## src/rtl/dda_link_pkg.sv

```systemverilog
// rtl/dda_link_pkg.sv - shared command codes, FSM state enums and default SYNC byte for the DDA link
// No ports. Imported by dda_link_ctrl and dda_link_tx.
package dda_link_pkg;

    localparam logic [7:0] CMD_WRITE      = 8'h57;  // 'W': address byte then data byte follow
    localparam logic [7:0] CMD_STREAM_ON  = 8'h53;  // 'S'
    localparam logic [7:0] CMD_STREAM_OFF = 8'h50;  // 'P'
    localparam logic [7:0] CMD_DDA_EN     = 8'h45;  // 'E'
    localparam logic [7:0] CMD_DDA_DIS    = 8'h44;  // 'D'

    localparam logic [7:0] SYNC_DEFAULT   = 8'h7E;

    typedef enum logic [1:0] {
        RX_IDLE,
        RX_ADDR,
        RX_DATA
    } rx_state_t;

    typedef enum logic [1:0] {
        TX_IDLE,
        TX_ISSUE,
        TX_GAP
    } tx_state_t;

endpackage

```

## src/rtl/dda_link_tx.sv

```systemverilog
// rtl/dda_link_tx.sv - telemetry frame serialiser: snapshot, byte index, UART handshake, optional checksum
// Ports: clk, rst (sync, active-high); stream_active, state_in[CHANNELS*W] in;
//        tx_busy in; tx_start / tx_byte[8] out (registered).
// Optional feature: LINK_CHECKSUM_EN appends the XOR of the payload bytes to each frame.
module dda_link_tx
    import dda_link_pkg::*;
#(
    parameter int         W        = 16,
    parameter int         CHANNELS = 3,
    parameter logic [7:0] SYNC     = SYNC_DEFAULT
) (
    input  logic                  clk,
    input  logic                  rst,
    input  logic                  stream_active,
    input  logic [CHANNELS*W-1:0] state_in,
    input  logic                  tx_busy,
    output logic                  tx_start,
    output logic [7:0]            tx_byte
);

    localparam int PW      = CHANNELS * W;
    localparam int PAYLOAD = PW / 8;
`ifdef LINK_CHECKSUM_EN
    localparam int FRAME_BYTES = PAYLOAD + 2;
`else
    localparam int FRAME_BYTES = PAYLOAD + 1;
`endif
    localparam int IW = $clog2(FRAME_BYTES + 1);

    tx_state_t         state_q, state_d;
    logic [PW-1:0]     snap_q, snap_d;
    logic [IW-1:0]     idx_q, idx_d;
    logic              tx_start_q, tx_start_d;
    logic [7:0]        tx_byte_q, tx_byte_d;
    logic [7:0]        cur_byte;
    logic              is_payload;
`ifdef LINK_CHECKSUM_EN
    logic [7:0]        csum_q, csum_d;
`endif

    always_comb begin
        state_d    = state_q;
        snap_d     = snap_q;
        idx_d      = idx_q;
        tx_start_d = 1'b0;
        tx_byte_d  = tx_byte_q;
`ifdef LINK_CHECKSUM_EN
        csum_d     = csum_q;
`endif

        // idx_q counts bytes already issued; the snapshot is shifted left as
        // payload bytes go out so the next one is always in the top byte.
        is_payload = (idx_q != '0);
        cur_byte   = (idx_q == '0) ? SYNC : snap_q[PW-1 -: 8];
`ifdef LINK_CHECKSUM_EN
        if (idx_q == IW'(FRAME_BYTES - 1)) begin
            is_payload = 1'b0;
            cur_byte   = csum_q;
        end
`endif

        case (state_q)
            TX_IDLE: begin
                if (stream_active) begin
                    snap_d  = state_in;
                    idx_d   = '0;
`ifdef LINK_CHECKSUM_EN
                    csum_d  = 8'h00;
`endif
                    state_d = TX_ISSUE;
                end
            end
            TX_ISSUE: begin
                if (!tx_busy) begin
                    tx_start_d = 1'b1;
                    tx_byte_d  = cur_byte;
                    idx_d      = idx_q + IW'(1);
                    if (is_payload) begin
                        snap_d = snap_q << 8;
`ifdef LINK_CHECKSUM_EN
                        csum_d = csum_q ^ cur_byte;
`endif
                    end
                    state_d = TX_GAP;
                end
            end
            TX_GAP: begin
                if (idx_q == IW'(FRAME_BYTES)) begin
                    // Back-to-back frames: take the next snapshot here rather
                    // than spending a cycle in IDLE.
                    if (stream_active) begin
                        snap_d  = state_in;
                        idx_d   = '0;
`ifdef LINK_CHECKSUM_EN
                        csum_d  = 8'h00;
`endif
                        state_d = TX_ISSUE;
                    end else begin
                        state_d = TX_IDLE;
                    end
                end else begin
                    state_d = TX_ISSUE;
                end
            end
            default: state_d = TX_IDLE;
        endcase
    end

    always_ff @(posedge clk) begin
        if (rst) begin
            state_q    <= TX_IDLE;
            snap_q     <= '0;
            idx_q      <= '0;
            tx_start_q <= 1'b0;
            tx_byte_q  <= 8'h00;
`ifdef LINK_CHECKSUM_EN
            csum_q     <= 8'h00;
`endif
        end else begin
            state_q    <= state_d;
            snap_q     <= snap_d;
            idx_q      <= idx_d;
            tx_start_q <= tx_start_d;
            tx_byte_q  <= tx_byte_d;
`ifdef LINK_CHECKSUM_EN
            csum_q     <= csum_d;
`endif
        end
    end

    assign tx_start = tx_start_q;
    assign tx_byte  = tx_byte_q;

endmodule

```

## src/rtl/dda_link_ctrl.sv

```systemverilog
// rtl/dda_link_ctrl.sv - DDA UART link: command decoder, parameter file and telemetry streamer
// Ports: clk, rst (sync, active-high); rx_valid, rx_byte[8] in; tx_busy in;
//        tx_start, tx_byte[8] out; state_in[CHANNELS*W] in; param_out[REG_BYTES*8] out;
//        dda_en, stream_active out.
// Optional feature: LINK_CHECKSUM_EN (handled in dda_link_tx) adds a payload XOR byte per frame.
module dda_link_ctrl
    import dda_link_pkg::*;
#(
    parameter int                     W         = 16,
    parameter int                     CHANNELS  = 3,
    parameter int                     REG_BYTES = 14,
    parameter logic [REG_BYTES*8-1:0] INIT      = '0,
    parameter logic [7:0]             SYNC      = SYNC_DEFAULT
) (
    input  logic                   clk,
    input  logic                   rst,
    input  logic                   rx_valid,
    input  logic [7:0]             rx_byte,
    input  logic                   tx_busy,
    output logic                   tx_start,
    output logic [7:0]             tx_byte,
    input  logic [CHANNELS*W-1:0]  state_in,
    output logic [REG_BYTES*8-1:0] param_out,
    output logic                   dda_en,
    output logic                   stream_active
);

    rx_state_t              rx_state_q, rx_state_d;
    logic [7:0]             addr_q, addr_d;
    logic [REG_BYTES*8-1:0] param_q, param_d;
    logic                   dda_en_q, dda_en_d;
    logic                   stream_q, stream_d;

    always_comb begin
        rx_state_d = rx_state_q;
        addr_d     = addr_q;
        param_d    = param_q;
        dda_en_d   = dda_en_q;
        stream_d   = stream_q;

        if (rx_valid) begin
            case (rx_state_q)
                RX_IDLE: begin
                    case (rx_byte)
                        CMD_WRITE:      rx_state_d = RX_ADDR;
                        CMD_STREAM_ON:  stream_d   = 1'b1;
                        CMD_STREAM_OFF: stream_d   = 1'b0;
                        CMD_DDA_EN:     dda_en_d   = 1'b1;
                        CMD_DDA_DIS:    dda_en_d   = 1'b0;
                        default:        ;
                    endcase
                end
                RX_ADDR: begin
                    addr_d     = rx_byte;
                    rx_state_d = RX_DATA;
                end
                RX_DATA: begin
                    // Out-of-range addresses match no slot, so the byte is dropped.
                    for (int i = 0; i < REG_BYTES; i++) begin
                        if (addr_q == 8'(i)) begin
                            param_d[(REG_BYTES-1-i)*8 +: 8] = rx_byte;
                        end
                    end
                    rx_state_d = RX_IDLE;
                end
                default: rx_state_d = RX_IDLE;
            endcase
        end
    end

    always_ff @(posedge clk) begin
        if (rst) begin
            rx_state_q <= RX_IDLE;
            addr_q     <= 8'h00;
            param_q    <= INIT;
            dda_en_q   <= 1'b1;
            stream_q   <= 1'b1;
        end else begin
            rx_state_q <= rx_state_d;
            addr_q     <= addr_d;
            param_q    <= param_d;
            dda_en_q   <= dda_en_d;
            stream_q   <= stream_d;
        end
    end

    assign param_out     = param_q;
    assign dda_en        = dda_en_q;
    assign stream_active = stream_q;

    dda_link_tx #(
        .W        (W),
        .CHANNELS (CHANNELS),
        .SYNC     (SYNC)
    ) u_tx (
        .clk           (clk),
        .rst           (rst),
        .stream_active (stream_q),
        .state_in      (state_in),
        .tx_busy       (tx_busy),
        .tx_start      (tx_start),
        .tx_byte       (tx_byte)
    );

endmodule
```

## config.mk

```make
export PLATFORM = sky130hd
export DESIGN_NAME = dda_link_ctrl
export DESIGN_NICKNAME = d
export VERILOG_FILES = /design/src/rtl/dda_link_pkg.sv /design/src/rtl/dda_link_tx.sv /design/src/rtl/dda_link_ctrl.sv
export SDC_FILE = /design/constraint.sdc
export NUM_CORES = 1
export LEC_CHECK = 0
export ABC_AREA = 1
export CORE_UTILIZATION = 39
export DETAILED_ROUTE_END_ITERATION = 10
export HOLD_SLACK_MARGIN = 0.15
export PLACE_DENSITY = 0.74
export SYNTH_ARGS = -nofsm -noshare
export SYNTH_HDL_FRONTEND = slang
export SYNTH_SLANG_ARGS = --single-unit
```

## constraint.sdc

```tcl
create_clock -name clk -period 1.9 [get_ports clk]
set_clock_uncertainty 0.2 [all_clocks]
set_input_delay 0.285 -clock clk [delete_from_list [all_inputs] [get_ports clk]]
set_output_delay 0.285 -clock clk [all_outputs]
set_load 0.05 [all_outputs]
```

==> results by group, run 1 <==
Global routing
  • Maximum number of pins on one net before global-route repair: 60
  • Number of antenna violations at the first check in global routing: 0
  • GRT Resource Usage Total: 20.6%
  • Wire length of the first global-routing pass: 36,000 microns
  • Via count of the first global-routing pass: 7,129
  • Sum of overflow across all layers after global routing: 0

Die
  • Number of top-level pins: 183
  • Chip Height: 147 microns
  • Die ar.: 21,800 sq um
  • Overall die width: 147 microns
  • Std cell rows: 52
  • Area inside the core boundary: 20,500 sq um
  • Effective utilization at floorplan: 40.3%

Yosys
  • Number of synthesized register bits: 186
  • Proportion of synthesized chip area in sequential cells: 45.1%
  • Main combinational cell family by area after synthesis: simple AND/OR/NAND/NOR gates
  • Synth cell types: 25
  • Post-Synth Adder-Cell Area: 0.455%
  • Multiplexer share of the synthesized area: 0%
  • Ys Warns: 0
  • XOR/XNOR share of the synthesized area: 0%
  • Total nets after synthesis: 1,312
  • Compound-gate portion of the synthesized area: 2.30%
  • Share of synthesized cell area in and, or, nand and nor gates: 44.2%
  • Post-Syn Instances: 1,249
  • Netlist Area Pre-Place: 8250 sq um
  • Synthesized area per cell: 6.61 sq um

Setup path
  • Top fanout value on the critical path: 23
  • Bufs and invs on worst path: 3
  • Family with the most delay on the worst path: adder cells
  • Kind of start point of the critical path: register
  • Critical Path, Cell by Cell: ha_1 -> ha_1 -> inv_2 -> nand3_2 -> nand2_2 -> nor2_4 -> buf_12 -> clkbuf_16 -> nor2_1 -> nor2_1
  • CP endpoint kind: register
  • Crit path DAT: 1.93 ns
  • Max stage delay on crit path: 0.34 ns
  • Logic depth of the worst setup path including buffers: 10
  • Slowest cell on crit path: sky130_fd_sc_hd__dfxtp_2
  • Endpoint required time on the critical path: 2.04 ns
  • Start-to-end type of the worst setup path: reg -> reg
  • R2r worst-path depth: 10

STA
  • Post-Route Hold Slack: 0.274 ns
  • PnR worst setup slack: 0.103 ns
  • Period minus WS final: 1.80 ns
  • Highest attainable clock frequency: 557 MHz
  • # setup viols final: 0
  • Transition time at the pin with the least slew margin: 0.520 ns
  • Relative max-transition margin: 65.3%
  • Final Max Slew Viols: 0
  • Period utilization: 94.6%
  • Fin. Hold Viols: 0

Final layout
  • Total non-filler cell area in the finished layout: 11,000 sq um
  • P&R area growth vs syn: 32.8%
  • Post-layout nets: 1,491
  • Ratio of cells with drive above 1 in the final layout: 17.1%
  • Fill cell total of the finished layout: 1,945
  • Antenna cells: 0
  • Final design utilization: 53.5%

Clock tree
  • Insertion delay to the later sink of the worst-skew pair: 0.44 ns
  • Clock slew at the register clock pins of the worst setup and hold paths: 0.08 ns
  • Number of clock sinks seen by CTS: 186
  • Maximum buffer depth of the clock tree: 2
  • Quantity of hold-fixing buffers added after cts: 0
  • Clock tree from TritonCTS: done
  • Clock Tree Root: sky130_fd_sc_hd__clkbuf_16
  • Clock buffers created by TritonCTS: 17
  • H-tree Lvls: 4

Placement
  • # port buffers: 182
  • Final weighted congestion of routability-driven global placement: 0.835
  • HPWL after detailed placement: 15,700 microns
  • Post-place instance area: 10,300 sq um
  • Pre-CTS setup slack: -0.155 ns

Route
  • Avg Vias per Cell: 4.73
  • 1st-iter DRT viols: 497
  • Routed length per instance: 13.1 microns
  • Total vias in the final route: 8,092
  • Count of TritonRoute iterations in the first routing pass: 5
  • Number of antenna-violating nets in the routed design: 0
  • Remaining DRCs: 0
  • Sum of routed wire length over all layers: 22,500 microns

Power and ir drop
  • Post-layout power: 9.11 mW
  • Peak supply drop: 606 uV
  • Power per cell area: 831 nW/um^2
  • Leakage power: 5.18 nW

Run status
  • Result of the run: completed

Min path
  • Worst min-delay path category: in -> reg
  • Number of cells on the worst hold path: 5

Flow run
  • Maximum Capacitance Violations: 0
-- power breakdown --
part           internal, mW  switching (mW)  total [mW]  leakage, nW
Sequential             4.08          0.0954        4.18         1.51
Combinational         0.541           0.755        1.30         3.37
Clock                  1.81            1.83        3.64        0.296
Total                  6.43            2.68        9.11         5.18
-- cell families (layout without fill, tap and decap cells) --
logic type      Yosys count  count (layout)
flops                   186             186
simple gates            867             867
compound gates           37              37
buf+inv                 156             348
fa+ha+maj                 3               3
-- tightest hold or removal path, stage by stage --
cell	delay [ns]
sky130_fd_sc_hd__clkdlybuf4s50_1	0.40
sky130_fd_sc_hd__nand2_1	0.07
sky130_fd_sc_hd__nand2_1	0.05
sky130_fd_sc_hd__nand2_1	0.05
sky130_fd_sc_hd__nor2_1	0.03
-- cell usage after synthesis --
master / count / area [sq um]
sky130_fd_sc_hd__buf_6: 4 / 45.0
sky130_fd_sc_hd__buf_4: 1 / 7.51
sky130_fd_sc_hd__clkbuf_1: 14 / 52.6
sky130_fd_sc_hd__nand3_4: 3 / 52.6
sky130_fd_sc_hd__nand4_1: 3 / 18.8
sky130_fd_sc_hd__a211oi_1: 1 / 7.51
sky130_fd_sc_hd__nor2_2: 6 / 37.5
sky130_fd_sc_hd__buf_2: 30 / 150
sky130_fd_sc_hd__nand2_1: 348 / 1310
sky130_fd_sc_hd__dfxtp_1: 186 / 3720
sky130_fd_sc_hd__a21oi_1: 12 / 60.1
sky130_fd_sc_hd__ha_1: 3 / 37.5
sky130_fd_sc_hd__o21ai_0: 23 / 115
sky130_fd_sc_hd__nand2_2: 2 / 12.5
sky130_fd_sc_hd__buf_1: 19 / 71.3
sky130_fd_sc_hd__inv_1: 77 / 289
sky130_fd_sc_hd__nand3_2: 2 / 20.0
sky130_fd_sc_hd__nor3_1: 8 / 40.0
sky130_fd_sc_hd__inv_2: 7 / 26.3
sky130_fd_sc_hd__o211ai_1: 1 / 7.51
sky130_fd_sc_hd__nor2_4: 17 / 191
sky130_fd_sc_hd__nand3_1: 124 / 621
sky130_fd_sc_hd__nor2_1: 352 / 1320
sky130_fd_sc_hd__clkinv_1: 4 / 15.0
sky130_fd_sc_hd__nand4_2: 2 / 25.0
-- flip-flops by register name (all words and copies together), names as in the netlist --
name / flops
u_tx.snap_q: 48
u_tx.tx_byte: 8
stream_active: 1
rx_state_q: 2
u_tx.state_q: 2
u_tx.tx_start: 1
addr_q: 8
u_tx.idx_q: 3
dda_en: 1
param_out: 112
-- metrics by stage --
step                      cells  setup TNS, ns
after floorplan            1249              0
after global placement     1676          -9.22
after detailed placement   1676         -12.12
after CTS                  1708              0
after global routing       1711        -0.0220
final                      1711              0
-- path summary, 6_finish.rpt --
kind / from / slack (ns) / end
hold reg to reg: u_tx.snap_q[12] / 0.28 / u_tx.snap_q[12]
setup / recovery: u_tx.idx_q[0] / 0.10 / u_tx.snap_q[28]
hold / removal: state_in[4] / 0.27 / u_tx.snap_q[4]
setup reg to reg: u_tx.idx_q[0] / 0.10 / u_tx.snap_q[28]
-- repair_timing --
action / CTS / global route
gates resized for setup: 0 / 6
setup endpoints to repair: 0 / 39
setup buffers: 0 / 1
-- placed cells by master, fill, tap and decap left out, types with 4 or more instances in the layout --
cell	n
sky130_fd_sc_hd__buf_4	152
sky130_fd_sc_hd__clkbuf_16	19
sky130_fd_sc_hd__nor2_4	17
sky130_fd_sc_hd__inv_8	4
sky130_fd_sc_hd__inv_2	7
sky130_fd_sc_hd__dfxtp_1	185
sky130_fd_sc_hd__inv_1	76
sky130_fd_sc_hd__clkinv_8	5
sky130_fd_sc_hd__o21ai_0	23
sky130_fd_sc_hd__clkinv_1	4
sky130_fd_sc_hd__nor2_1	350
sky130_fd_sc_hd__a21oi_1	12
sky130_fd_sc_hd__buf_12	13
sky130_fd_sc_hd__nand2_1	347
sky130_fd_sc_hd__nand3_1	123
sky130_fd_sc_hd__nor3_1	8
sky130_fd_sc_hd__nor2_2	8
sky130_fd_sc_hd__clkdlybuf4s50_1	59
-- layer usage --
layer,vias up,GRT usage (%),part of all wire [%]
li1,4186,-,-
met2,268,35.8,50
met1,3619,26.2,43
met4,0,5.77,1.2
met5,-,0,0
met3,19,3.73,6.0
-- area by class of cell --
cell class | count | area, sq um | share of cell area [%]
well taps | 270 | 338 | 3.08
repair buffers | 228 | 2060 | 18.8
flip-flops and latches | 186 | 3720 | 34.0
inverters | 88 | 333 | 3.04
multi-input cells | 907 | 3890 | 35.4
clock buffers | 17 | 425 | 3.88
clock inverters | 15 | 193 | 1.76
(Power assumes the default switching activity.)
==> inputs of run 2 (changes only) <==
Settings changed: CAP_MARGIN set to 10.
==> results of run 2 <==
The final DEF is identical to that of run 1; final timing and power are the same.
